`config.mk`:
```
export PLATFORM = sky130hd
export DESIGN_NAME = dcache_mem_sequencer
export DESIGN_NICKNAME = d
export VERILOG_FILES = /design/src/rtl/dcache_mem_sequencer.sv
export SDC_FILE = /design/constraint.sdc
export NUM_CORES = 1
export LEC_CHECK = 0
export CORE_AREA = 2 2 50 52
export CTS_CLUSTER_SIZE = 25
export DETAILED_ROUTE_END_ITERATION = 10
export DIE_AREA = 0 0 52 54
export PLACE_DENSITY = 0.82
export REMOVE_ABC_BUFFERS = 1
export SYNTH_ARGS = -nofsm -noshare
export SYNTH_HDL_FRONTEND = slang
export SYNTH_SLANG_ARGS = --single-unit
```
`constraint.sdc`:
```
create_clock -name clk -period 1.8 [get_ports clk]
set_input_delay 0.27 -clock clk [delete_from_list [all_inputs] [get_ports clk]]
set_output_delay 0.27 -clock clk [all_outputs]
set_load 0.005 [all_outputs]
```
`src/rtl/dcache_mem_sequencer.sv`:
```
// Dual-lane M-stage data cache sequencer: serialises lookups, runs writeback/refill
// bursts against main memory and produces stallm plus the cache write enables.
module dcache_mem_sequencer #(
  parameter int MEM_LAT = 20,
  parameter int CNT_W   = 6
) (
  input  logic clk,
  input  logic reset,
  input  logic memtoregm,
  input  logic memwritem,
  input  logic memtoregm2,
  input  logic memwritem2,
  input  logic hit,
  input  logic dirty,
  output logic sel,
  output logic stallm,
  output logic we2,
  output logic we3,
  output logic memwr,
  output logic memrd,
  output logic busy
);

  typedef enum logic [2:0] {
    S_IDLE   = 3'd0,
    S_TAG    = 3'd1,
    S_WB     = 3'd2,
    S_FILL   = 3'd3,
    S_REFILL = 3'd4,
    S_WRITE  = 3'd5,
    S_DONE   = 3'd6
  } state_t;

  localparam logic [CNT_W-1:0] CNT_LOAD = CNT_W'(MEM_LAT - 1);
  localparam logic [CNT_W-1:0] CNT_ZERO = {CNT_W{1'b0}};
  localparam logic [CNT_W-1:0] CNT_ONE  = CNT_W'(1);

  state_t           state_r, state_s;
  state_t           next_state_s;
  logic [CNT_W-1:0] cnt_r, cnt_s;
  logic             served1_r, served2_r, served1_s, served2_s;
  logic             sel_s, next_sel_s;
  logic             req1_s, req2_s, store_s, other_pend_s;

  assign req1_s  = memtoregm | memwritem;
  assign req2_s  = memtoregm2 | memwritem2;
  assign store_s = sel ? memwritem2 : memwritem;

  // After a lane finishes, hand the lookup port to the other lane if it still waits.
  assign other_pend_s = sel ? (req1_s & ~served1_r) : (req2_s & ~served2_r);
  assign next_state_s = other_pend_s ? S_TAG : S_DONE;
  assign next_sel_s   = other_pend_s ? ~sel : sel;

  // Reset gates stallm so every output is low while reset is held.
  assign stallm = (req1_s | req2_s) & (state_r != S_DONE) & ~reset;

  // Next-state, counter, lane-select and served-flag logic.
  always_comb begin
    state_s   = state_r;
    cnt_s     = cnt_r;
    sel_s     = sel;
    served1_s = served1_r;
    served2_s = served2_r;
    case (state_r)
      S_IDLE: begin
        if (req1_s | req2_s) begin
          state_s = S_TAG;
          sel_s   = ~req1_s;
        end else begin
          state_s = S_IDLE;
        end
      end
      S_TAG: begin
        if (hit) begin
          if (store_s) begin
            state_s = S_WRITE;
          end else begin
            state_s   = next_state_s;
            sel_s     = next_sel_s;
            served1_s = served1_r | ~sel;
            served2_s = served2_r | sel;
          end
        end else if (dirty) begin
          state_s = S_WB;
          cnt_s   = CNT_LOAD;
        end else begin
          state_s = S_FILL;
          cnt_s   = CNT_LOAD;
        end
      end
      S_WB: begin
        if (cnt_r == CNT_ZERO) begin
          state_s = S_FILL;
          cnt_s   = CNT_LOAD;
        end else begin
          cnt_s = cnt_r - CNT_ONE;
        end
      end
      S_FILL: begin
        if (cnt_r == CNT_ZERO) begin
          state_s = S_REFILL;
        end else begin
          cnt_s = cnt_r - CNT_ONE;
        end
      end
      S_REFILL: begin
        state_s = S_TAG;
      end
      S_WRITE: begin
        state_s   = next_state_s;
        sel_s     = next_sel_s;
        served1_s = served1_r | ~sel;
        served2_s = served2_r | sel;
      end
      S_DONE: begin
        state_s   = S_IDLE;
        served1_s = 1'b0;
        served2_s = 1'b0;
      end
      default: begin
        state_s   = S_IDLE;
        cnt_s     = CNT_ZERO;
        served1_s = 1'b0;
        served2_s = 1'b0;
      end
    endcase
  end

  // State register with outputs decoded from the next state so they are registered.
  always_ff @(posedge clk or posedge reset) begin
    if (reset) begin
      state_r   <= S_IDLE;
      cnt_r     <= CNT_ZERO;
      served1_r <= 1'b0;
      served2_r <= 1'b0;
      sel       <= 1'b0;
      busy      <= 1'b0;
      memwr     <= 1'b0;
      memrd     <= 1'b0;
      we2       <= 1'b0;
      we3       <= 1'b0;
    end else begin
      state_r   <= state_s;
      cnt_r     <= cnt_s;
      served1_r <= served1_s;
      served2_r <= served2_s;
      sel       <= sel_s;
      busy      <= (state_s != S_IDLE);
      memwr     <= (state_s == S_WB);
      memrd     <= (state_s == S_FILL);
      we2       <= (state_s == S_REFILL);
      we3       <= (state_s == S_WRITE);
    end
  end

endmodule

```
==> results list, run 1 <==
* Mapped Area: 1020 sq um
- Worst slack at placement: -423 ps
* Critical path fanouts, max: 4
- Most common cell in the netlist: sky130_fd_sc_hd__nor2_1
* Critical Path Start Type: register
- Routability-driven placement finished with a final weighted congestion of between 0.9 and 1.
- For this run, the slowest stage of the critical path takes just over 400 ps.
- Max-slew violations: 0
* Required time at the worst-slack endpoint: ~2000 ps
- R2r endpoint: busy
- The later pin in the worst-skew pair is clocked with a latency of 300 ps.
- sky130_fd_sc_hd__dfrtp_1 takes more of the synthesized area than any other cell.
* Number of nets in the finished design: ~170
- In this run the worst hold path is classified as in -> async.
- First-pass GRT wire length: 4290 microns
* Post-synth ARST share: 100%
- Violated checks: setup timing
* Max-capacitance violation count: 0
- The critical path crosses 7 cells after its start point.
- Timing startpoint of the critical path: cnt_r[0]
- The number of clock buffers added by TritonCTS is 3.
- Residual DRC: 0
- Between clock sinks in the finished design, the worst skew comes to between 2 and 2.5 ps.
- The smallest clock period supported by the final layout is computed as slightly above 2000 ps.
- Maximum operating frequency: 0.486 GHz
* Buffer cell driving the clock tree root: sky130_fd_sc_hd__clkbuf_4
* CTS tree: yes
- The layout has approximately 190 filler cells.
- Part of the Yosys area used for sequential elements: approximately two fifths
- Number of hold buffers added after CTS: 0
- Data on the critical path arrives at its endpoint at roughly 2200 ps.
* Instance count of the mapped netlist: between 100 and 150
* Capturing instance or port of the critical path: busy
- The flow ran to the end, but the final reports show violations.
- Before antenna repair, the detailed router went through 4 iterations.
- RSZ-0062 raised after global routing: true
- The number of antenna violations at the first check in global routing was 0.
- The count of nets left with antenna violations once routing finished came out at 0.
- From left edge to right edge, the die measures roughly 52 microns.
- The hold violation count in the final report is 0.
* H-tree levels: 1
* Kind of end point of the critical path: register
* Total via count in the routed design: approximately 1000
- Total grt overflow: 0
- Effective utilization at floorplan: around 44%
- Counting flops with a built-in enable in the synthesized netlist gives 0.
- On the critical path the largest part of the delay comes from simple AND/OR/NAND/NOR gates.
* Fraction of layout instances using a drive strength above 1: approximately 36%
* Ranking of synthesized cells by instance count: 19 x sky130_fd_sc_hd__nor2_1, 17 x sky130_fd_sc_hd__dfrtp_1, 8 x sky130_fd_sc_hd__nand2_1, 8 x sky130_fd_sc_hd__o21ai_0
- Counting both buffers and inverters, the worst setup path holds a total of 1.
- Setup violations remaining at the end of the flow were counted as 3.
- Sink Count: 17
- The number of cells on the worst reg-to-reg path is 7.
* Placed insts: 178
* Synth-to-layout area growth: 46.5%
* Final critical-path share of the clock period: 114%
- Iteration-0 DRC count of the detailed router: 21
* Worst-margin pin slew: 479 ps
* Max rail drop VDD: roughly 1.1 mV
* Buffers added on ports: 14
* Via count of the first global-routing pass: roughly 960
- Core region area: around 2300 sq um
* Total inserted antenna cells: 0
- Dividing the detail-routed wire length by the instance count gives roughly 15 microns.
* Clock transition at the registers of the reported paths: between 100 and 150 ps
- After synthesis the netlist holds a flip-flop and latch count of 17.
- For this run, the number of standard cells in the final layout without fillers is around 190.
- The worst register-to-register path has a setup slack of -260 ps.
- Total power divided by cell area: 1720 nW/um^2
- Maximum number of pins on one net before global-route repair: 18
- Cell Rows: 18
- The floorplan step defined a die boundary enclosing 2810 sq um.
- Ordered list of cells on the worst path: inv_1 > ha_2 > nor3b_4 > a311o_1 > a21oi_2 > a221o_1 > or4_1
* Avg Synthesized Cell Area: between 9 and 10 sq um
- For this block, the routed nets add up to approximately 2800 microns of wire.
* Final worst slack: -257 ps
- For this run, the number of Yosys warnings is 0.
* Global-route usage over all layers: about a fifth
- In this run the static leakage power is a little under 0.7 nW.
- The share of synthesized area in the top cell type comes to approximately two fifths.
- By area the synthesized netlist is led by sky130_fd_sc_hd__dfrtp_1 42%, sky130_fd_sc_hd__nor2_1 7.0%, sky130_fd_sc_hd__o21ai_0 3.9%.
- In this run the deepest clock path goes through 2 buffers.
* Start-to-end type of the worst setup path: reg -> reg
- I/O Pins: 15
- Netlist cell types: 42
- Die Y-Extent: around 54 microns
* Critical R2R Launch: cnt_r[0]
* Relative slew slack: about two thirds
- Dividing the detail-routed via count by the number of cells gives between 5 and 6.
- After legalization and detailed placement, the total HPWL measured between 1500 and 2000 microns.
- In the synthesized netlist the dominant register cell turns out to be sky130_fd_sc_hd__dfrtp_1.
- On the critical path, the stage with the largest delay is an instance of sky130_fd_sc_hd__or4_1.
-- per-layer routing --
metal,up-vias,global-route usage (%),wire [microns]
li1,489,-,-
met1,515,25.6,1110
met2,38,36.3,1520
met3,7,3.89,150
met4,0,9.65,50
met5,-,0,0
-- through the flow --
| step | hold slack [ps] | power, W | util, % | area [sq um] | TNS (ps) |
|---|---|---|---|---|---|
| 2_1_floorplan | 196 | 0.00144 | - | 988 | -121 |
| 3_3_place_gp | 459 | 0.00204 | 59.2 | 1370 | -1070 |
| 3_5_place_dp | 478 | 0.00210 | 59.2 | 1370 | -1550 |
| 4_1_cts | 321 | 0.00233 | 60.6 | 1410 | -520 |
| 5_1_grt | 349 | 0.00277 | 64.6 | 1500 | -828 |
| 6_report | 302 | 0.00258 | 64.6 | 1500 | -262 |
-- flip-flops by register name (all words and copies together), names as in the netlist --
name	count
memrd	1
busy	1
memwr	1
we3	1
served1_r	1
cnt_r	6
we2	1
sel	1
state_r	3
served2_r	1
-- layout by cell type (no fill, tap or decap), types with 2 or more instances in the layout --
cell                              synthesis  routed
sky130_fd_sc_hd__buf_4                    1      28
sky130_fd_sc_hd__nor2_1                  19      15
sky130_fd_sc_hd__dfrtp_1                 17      15
sky130_fd_sc_hd__clkdlybuf4s50_1          0      13
sky130_fd_sc_hd__nand2_1                  8       7
sky130_fd_sc_hd__inv_1                    6       6
sky130_fd_sc_hd__o21ai_0                  8       5
sky130_fd_sc_hd__a21oi_1                  6       5
sky130_fd_sc_hd__nor3_1                   4       4
sky130_fd_sc_hd__nand2b_1                 3       3
sky130_fd_sc_hd__nor2_2                   0       3
sky130_fd_sc_hd__o21ai_1                  2       3
sky130_fd_sc_hd__clkbuf_4                 0       3
sky130_fd_sc_hd__a21oi_2                  1       2
sky130_fd_sc_hd__a221o_1                  2       2
sky130_fd_sc_hd__o21ai_2                  0       2
sky130_fd_sc_hd__a21o_1                   2       2
sky130_fd_sc_hd__xor2_1                   3       2
sky130_fd_sc_hd__dfrtp_2                  0       2
-- repair_timing --
action,in CTS,in global routing
setup buffers,0,4
gates resized for setup,2,19
setup endpoints to repair,2,9
pin swaps,1,5
gates cloned,0,0
-- worst min-delay path by stage --
stage / endpoint / cells past startpoint / slack (ps) / from
after floorplan: busy / 1 / 200 / reset
after global placement: served1_r / 2 / 460 / served1_r
after detailed placement: served1_r / 2 / 480 / served1_r
after CTS: cnt_r[4] / 3 / 320 / reset
after global routing: busy / 3 / 350 / reset
final: cnt_r[5] / 3 / 300 / reset
-- layout make-up --
type	instances	area, sq um	share of cell area (%)
multi-input combinational	84	592	39.5
sequential	17	428	28.6
timing repair buffer	44	384	25.6
tap	30	37.5	2.51
inverter	7	28.8	1.92
clock buffer	3	22.5	1.50
clock inverter	1	5.00	0.334
-- tightest hold or removal path: stages --
cell and delay [ps]:
sky130_fd_sc_hd__clkdlybuf4s50_1 420, sky130_fd_sc_hd__inv_1 60, sky130_fd_sc_hd__buf_4 240
-- cells by family (layout without fill, tap and decap cells) --
kind of cell               after synthesis  after routing  synth area share, %
and+or+nand+nor                         45             45                 24.1
AOI/OAI and AO/OA                       34             34                 23.4
DFF                                     17             17                 41.6
buffers and inverters                   11             55                 6.12
xor gates and xnor gates                 3              3                 2.57
adders and majority gates                1              1                 1.22
muxes                                    1              1                0.979
-- report_power, final --
part           leakage [nW]  switching (W)  total [W]  internal [W]
Combinational         0.471       0.000794    0.00166      0.000866
Clock                0.0177       0.000134   0.000217     0.0000830
Sequential            0.203       0.000145   0.000698      0.000553
No activity file was read; power rests on OpenSTA's default activity.
==> run 2: changes to the inputs <==
CELL_PAD_IN_SITES_DETAIL_PLACEMENT = 1   (was unset)
CELL_PAD_IN_SITES_GLOBAL_PLACEMENT = 1   (was unset)
CORE_AREA = 2 2 57 59   (was 2 2 50 52)
DIE_AREA = 0 0 59 61   (was 0 0 52 54)
==> results list, run 2 (same netlist as run 1, synthesis figures left out) <==
* Result of the run: complete, but fails checks (unchanged)
- CP Data Arrival Time: 2170 ps (was 2240 ps)
* Registers with the most flip-flops: cnt_r (6), state_r (3) (unchanged)
* Critical R2R Launch: cnt_r[0] (unchanged)
- The final antenna-violating net count was 0 (unchanged).
* Max-slew violations: 0 (unchanged)
* Capturing instance or port of the critical path: busy (unchanged)
- The wire length per cell after detailed routing was 16.7 microns (was 15.2 microns).
* H-tree levels: 1 (unchanged)
- The number of buffers created by CTS was 3 (unchanged).
- The DRC violation count after routing is 0 (unchanged).
- Total grt overflow: 0 (unchanged)
* Buffer cell driving the clock tree root: sky130_fd_sc_hd__clkbuf_4 (unchanged)
- The hold violation count in the final report came to 0 (unchanged).
- Core region area: 2950 sq um (was 2320 sq um)
- The least setup slack across all paths after layout came to -199 ps (was -257 ps).
- The critical register-to-register path endpoint was busy (unchanged).
* Number of nets in the finished design: 170 (was 166)
- Worst-margin pin slew: 458 ps (was 479 ps)
- The wire length of the first global-routing pass is 5360 microns (was 4290 microns).
- The detailed-routing iteration count for the pre-antenna-repair pass was 4 (unchanged).
* Antenna violations before repair: 0 (unchanged)
- Setup Skew: 6.70 ps (was 2.41 ps)
- Worst min-delay path category: in -> async (unchanged)
- Multi-input gate area in the final layout: 558 sq um (was 592 sq um)
- Global-route usage over all layers: 20.4% (was 21.1%)
- The final-report setup violation count came to 8 (was 3).
- Register-to-register setup slack: -200 ps (was -260 ps)
* Maximum operating frequency: 0.500 GHz (was 0.486 GHz)
- The normalized max-slew margin came to 69.3% (was 67.9%).
- Synth-to-layout area growth: 45.3% (was 46.5%)
- Start-to-end type of the worst setup path: reg -> reg (unchanged)
- Register with the most flip-flops: cnt_r (unchanged)
* Post-detailed-route via-to-cell ratio: 5.45 (was 5.64)
* Timing startpoint of the critical path: cnt_r[0] (unchanged)
- The via count of the first global-routing pass was 1185 (was 961).
- The area enclosed by the die boundary was 3600 sq um (was 2810 sq um).
* Kind of end point of the critical path: register (unchanged)
- The count of buffers inserted at the top-level ports was 14 (unchanged).
- CTS tree: yes (unchanged)
- The via total after detailed routing came to 1052 (was 1049).
* Violated checks: setup timing (unchanged)
- The flip-flop count of the largest register after layout was 6 (unchanged).
- Cell Rows: 20 (was 18)
* I/O Pins: 15 (unchanged)
* Fill cells: 358 (was 188)
- The total power consumption of the routed design is 0.00266 W (was 0.00258 W).
* Most common cell after layout, fill and taps aside: sky130_fd_sc_hd__buf_4 (unchanged)
- Required time at the worst-slack endpoint: 1970 ps (was 1980 ps)
- The share of cells above drive strength 1 is 32.5% (was 35.9%).
- Commonest cells after routing, fill and taps aside: 32 x sky130_fd_sc_hd__buf_4, 18 x sky130_fd_sc_hd__nor2_1, 15 x sky130_fd_sc_hd__dfrtp_1 (was 28 x sky130_fd_sc_hd__buf_4, 15 x sky130_fd_sc_hd__nor2_1, 15 x sky130_fd_sc_hd__dfrtp_1).
* Critical Path Start Type: register (unchanged)
- The sum of net half-perimeters after detailed placement was 2310 microns (was 1960 microns).
- Clock transition at the registers of the reported paths: 110 ps (about the same)
* Max rail drop VDD: 0.712 mV (was 1.05 mV)
- Worst-skew pair later-pin latency: 290 ps (was 300 ps)
* Final worst path period need: 2000 ps (was 2060 ps)
- Maximum number of pins on one net before global-route repair: 18 (unchanged)
* Die Y-Extent: 61 microns (was 54 microns)
- The number of antenna diodes came to 0 (unchanged).
* Final RePlAce weighted congestion: 0.795 (was 0.903)
- The hold-fix buffer count after cts came to 0 (unchanged).
- The number of cell instances on the worst register-to-register path came to 7 (unchanged).
* Final core utilization: 50.3% (was 64.6%)
* Chip width: 59 microns (was 52 microns)
* RSZ-0062 raised after global routing: true (unchanged)
- Critical path fanouts, max: 4 (unchanged)
* Routed wire length: 3230 microns (was 2840 microns)
- The max-cap violation count came to 0 (unchanged).
- The total power per unit cell area is 1790 nW/um^2 (was 1720 nW/um^2).
* Worst-case clock buffer depth: 2 (unchanged)
* Register Area: 428 sq um (unchanged)
- The number of violations reported at the end of detailed-routing iteration 0 came to 29 (was 21).
- Sink Count: 17 (unchanged)
- The final period utilization was 111% (was 114%).
- Reported leakage power: 0.706 nW (was 0.691 nW)
- Effective utilization at floorplan: 34.6% (was 44.1%)
## run 2: worst min path at each step
| stage | slack, ps | end |
|---|---|---|
| 5_1_grt | 330 | cnt_r[1] |
| 3_5_place_dp | 490 | served1_r |
| 2_1_floorplan | 200 | busy |
| 4_1_cts | 310 | cnt_r[1] |
| 6_report | 310 | memrd |
| 3_3_place_gp | 460 | served1_r |
## run 2: where the power goes
part           internal, W  switching, W
sequential        0.000553      0.000131
clock            0.0000826      0.000133
combinational     0.000937      0.000824
## run 2: layout make-up
type                            count  share of cell area, %
Clock inverter                      1                  0.337
Multi-Input combinational cell     84                   37.6
Sequential cell                    17                   28.8
Inverter                            7                   1.94
Timing Repair Buffer               48                   27.0
Tap cell                           33                   2.78
Clock buffer                        3                   1.52
## run 2: through the flow
| stage | std cells | setup TNS [ps] | worst slack (ps) | cell area [sq um] | hold slack (ps) |
|---|---|---|---|---|---|
| 2_1_floorplan | 108 | -121 | -121 | 988 | 196 |
| 3_5_place_dp | 182 | -2020 | -370 | 1370 | 492 |
| 6_report | 193 | -791 | -199 | 1490 | 311 |
| 5_1_grt | 193 | -1380 | -277 | 1490 | 332 |
| 4_1_cts | 190 | -314 | -183 | 1450 | 314 |
| 3_3_place_gp | 182 | -1220 | -309 | 1370 | 463 |
## run 2: critical path, cell delays in order, from the launching register on
cell and delay (ps):
sky130_fd_sc_hd__dfrtp_1 400, sky130_fd_sc_hd__inv_1 60, sky130_fd_sc_hd__ha_2 180, sky130_fd_sc_hd__nor3b_4 250, sky130_fd_sc_hd__a311o_1 220, sky130_fd_sc_hd__a21oi_2 70, sky130_fd_sc_hd__a221o_1 290, sky130_fd_sc_hd__or4_1 410
## run 2: timing repair
| action | 4_1_cts | 5_1_grt |
|---|---|---|
| buffers inserted | 4 | 3 |
| resized for setup | 9 | 7 |
| endpoints found under the setup margin | 8 | 10 |
| pin swaps | 1 | 2 |
## run 2: metal layers
layer	vias up	part of all wire, %	global-route usage, %
met4	0	0.37	6.49
li1	500	-	-
met2	14	56	42.1
met1	536	41	20.8
met5	-	0	0
met3	2	2.7	2.77
==> run 3: changes to the inputs <==
CORE_AREA = 5 5 60 62   (was 2 2 57 59)
DIE_AREA = 0 0 65 67   (was 0 0 59 61)
==> results list, run 3 (same netlist as run 1, synthesis figures left out) <==
- The count of final max-slew check failures is 0 (unchanged).
- The number of buffers created by CTS came to 3 (unchanged).
* Global-route usage over all layers: 17.4% (was 20.4%)
* Placed wire-length estimate: 2400 microns (was 2310 microns)
- Worst-case clock buffer depth: 2 (unchanged)
- The final critical-path required period was 1980 ps (was 2000 ps).
* Final Hold Vio Count: 0 (unchanged)
* Maximum operating frequency: 0.505 GHz (was 0.500 GHz)
* Start-to-end type of the worst setup path: reg -> reg (unchanged)
- The via total after detailed routing is 1071 (was 1052).
- Routed wire length: 3390 microns (was 3230 microns)
- H-tree levels: 1 (unchanged)
* Cell Rows: 20 (unchanged)
- The share of cells above drive strength 1 came to 36.9% (was 32.5%).
- Number of standard cells in the layout, taps in and fillers out: 193 (unchanged)
- Violated checks: setup timing (unchanged)
* Relative slew slack: 76.0% (was 69.3%)
- Commonest cells after routing, fill and taps aside: 34 x sky130_fd_sc_hd__buf_4, 18 x sky130_fd_sc_hd__nor2_1, 15 x sky130_fd_sc_hd__dfrtp_1 (was 32 x sky130_fd_sc_hd__buf_4, 18 x sky130_fd_sc_hd__nor2_1, 15 x sky130_fd_sc_hd__dfrtp_1)
* RSZ-0062 raised after global routing: true (unchanged)
- Worst min-delay path category: in -> async (unchanged)
* Die Footprint: 4360 sq um (was 3600 sq um)
- Setup-violating endpoint count in the final report: 2 (was 8)
- Die Y-Extent: 67 microns (was 61 microns)
- First-pass GRT wire length: 5590 microns (was 5360 microns)
* Kind of end point of the critical path: register (unchanged)
- The maximum net fanout on the critical path came to 4 (unchanged).
- The max-cap violation count was 0 (unchanged).
- The total core area came to 2980 sq um (was 2950 sq um).
- The top register by number of flip-flops is cnt_r (unchanged).
- Maximum number of pins on one net before global-route repair: 18 (unchanged)
* I/O Pins: 15 (unchanged)
- Total power divided by cell area: 1770 nW/um^2 (was 1790 nW/um^2)
* Critical Path Start Type: register (unchanged)
- Number of hold buffers added after CTS: 0 (unchanged)
- The slew at the pin closest to its max-slew limit is 358 ps (was 458 ps).
* Total grt overflow: 0 (unchanged)
- Chip width: 65 microns (was 59 microns)
- Clock transition at the registers of the reported paths: 110 ps (about the same)
* CTS tree: yes (unchanged)
- The final period utilization came to 110% (was 111%).
- The CTS sink count was 17 (unchanged).
* CP Data Arrival Time: 2160 ps (was 2170 ps)
- The final antenna-violating net count is 0 (unchanged).
- The sequential standard cell area was 428 sq um (unchanged).
- Most common cell after layout, fill and taps aside: sky130_fd_sc_hd__buf_4 (unchanged)
* Number of flip-flops in the largest register: 6 (unchanged)
- The number of antenna violations at the first check in global routing came to 0 (unchanged).
- The worst-case vdd ir drop came to 0.825 mV (was 0.712 mV).
- The per-cell via count in the routed design came to 5.55 (was 5.45).
- The layout-stage area growth over the synthesis result is 46.5% (was 45.3%).
- Number of nets in the finished design: 170 (unchanged)
* Effective utilization at floorplan: 34.3% (was 34.6%)
* Final routed wire length divided by cell count: 17.6 microns (was 16.7 microns)
- Buffer cell driving the clock tree root: sky130_fd_sc_hd__clkbuf_4 (unchanged)
- Setup Skew: 3.90 ps (was 6.70 ps)
* Final worst slack: -181 ps (was -199 ps)
- The final weighted congestion in routability-driven placement came to 0.835 (was 0.795).
- Placed insts: 181 (was 182)
- Multi-input gate area in the final layout: 582 sq um (was 558 sq um)
* Reported leakage power: 0.694 nW (was 0.706 nW)
- The clock latency reported for the late side of the worst-skew pair came to 300 ps (was 290 ps).
- Total inserted antenna cells: 0 (unchanged)
- Cell area after placement: 1370 sq um (about the same)
* Via count of the first global-routing pass: 1212 (was 1185)
- Result of the run: complete, but fails checks (unchanged).
* Fill cells: 354 (was 358)
- Buffers added on ports: 14 (unchanged)
- Registers with the most flip-flops: cnt_r (6), state_r (3) (unchanged)
- The DRC violation count after routing was 0 (unchanged).
- Required time at the worst-slack endpoint: 1980 ps (was 1970 ps)
* Iteration-0 DRC count of the detailed router: 71 (was 29)
- Summed area of non-filler cells in the final layout: 1500 sq um (was 1490 sq um)
- The detailed-routing iteration count for the pre-antenna-repair pass was 4 (unchanged).
## run 3: cell count changes in the layout (fill, tap and decap cells not counted), moves of 2 or more
cell / change
sky130_fd_sc_hd__o21ai_0: +3
sky130_fd_sc_hd__buf_6: -2
sky130_fd_sc_hd__inv_2: +2
sky130_fd_sc_hd__inv_1: -2
sky130_fd_sc_hd__o21ai_1: -4
sky130_fd_sc_hd__buf_4: +2
## run 3: critical path, cell delays in order (launching register included)
cell                      delay (ps)
sky130_fd_sc_hd__dfrtp_1         400
sky130_fd_sc_hd__inv_2            80
sky130_fd_sc_hd__ha_4            130
sky130_fd_sc_hd__nor3b_4         240
sky130_fd_sc_hd__a311o_1         230
sky130_fd_sc_hd__a21oi_2          70
sky130_fd_sc_hd__a221o_1         280
sky130_fd_sc_hd__or4_4           420
## run 3: path summary, 6_finish.rpt
check | start | cells past startpoint | slack [ps] | end
max | cnt_r[0] | 7 | -180 | busy
min | reset | 3 | 350 | memrd
max reg2reg | cnt_r[0] | 7 | -180 | busy
min reg2reg | served1_r | 2 | 490 | served1_r
max in group asynchronous | reset | 3 | 1230 | state_r[1]
min in group clk | memtoregm | 4 | 430 | sel
## run 3: area by class of cell
class	count	area share, %
Clock buffer	3	1.50
Clock inverter	1	0.334
Inverter	7	1.92
Multi-Input combinational cell	84	38.8
Sequential cell	17	28.6
Tap cell	33	2.76
Timing Repair Buffer	48	26.1
## run 3: metrics by stage
step | total power, W | setup slack [ps] | hold slack (ps) | utilization, % | setup TNS [ps]
6_report | 0.00265 | -181 | 346 | 50.3 | -230
4_1_cts | 0.00253 | -179 | 352 | 49.2 | -183
3_5_place_dp | 0.00213 | -429 | 477 | 45.8 | -1540
3_3_place_gp | 0.00203 | -337 | 462 | 45.8 | -1000
2_1_floorplan | 0.00144 | -121 | 196 | - | -121
5_1_grt | 0.00285 | -245 | 355 | 50.3 | -540
## run 3: report_power, final
part | leakage [nW] | switching, W | internal (W)
clock network | 0.0177 | 0.000134 | 0.0000829
logic | 0.474 | 0.000861 | 0.000904
registers | 0.203 | 0.000114 | 0.000553
## run 3: what timing repair did
action | 4_1_cts | 5_1_grt
pin swaps | 1 | 3
endpoints found under the setup margin | 6 | 10
gates cloned | 0 | 0
buffers inserted | 7 | 1
resized for setup | 10 | 10
## run 3: per-layer routing
| layer | GRT usage (%) | share of wire, % | wire length, microns | vias up |
|---|---|---|---|---|
| met5 | 0 | 0 | 0 | - |
| met4 | 7.12 | 2.5 | 85 | 0 |
| met3 | 4.89 | 5.0 | 168 | 10 |
| met2 | 34.4 | 56 | 1900 | 31 |
| met1 | 16.5 | 37 | 1240 | 528 |
| li1 | - | - | - | 502 |
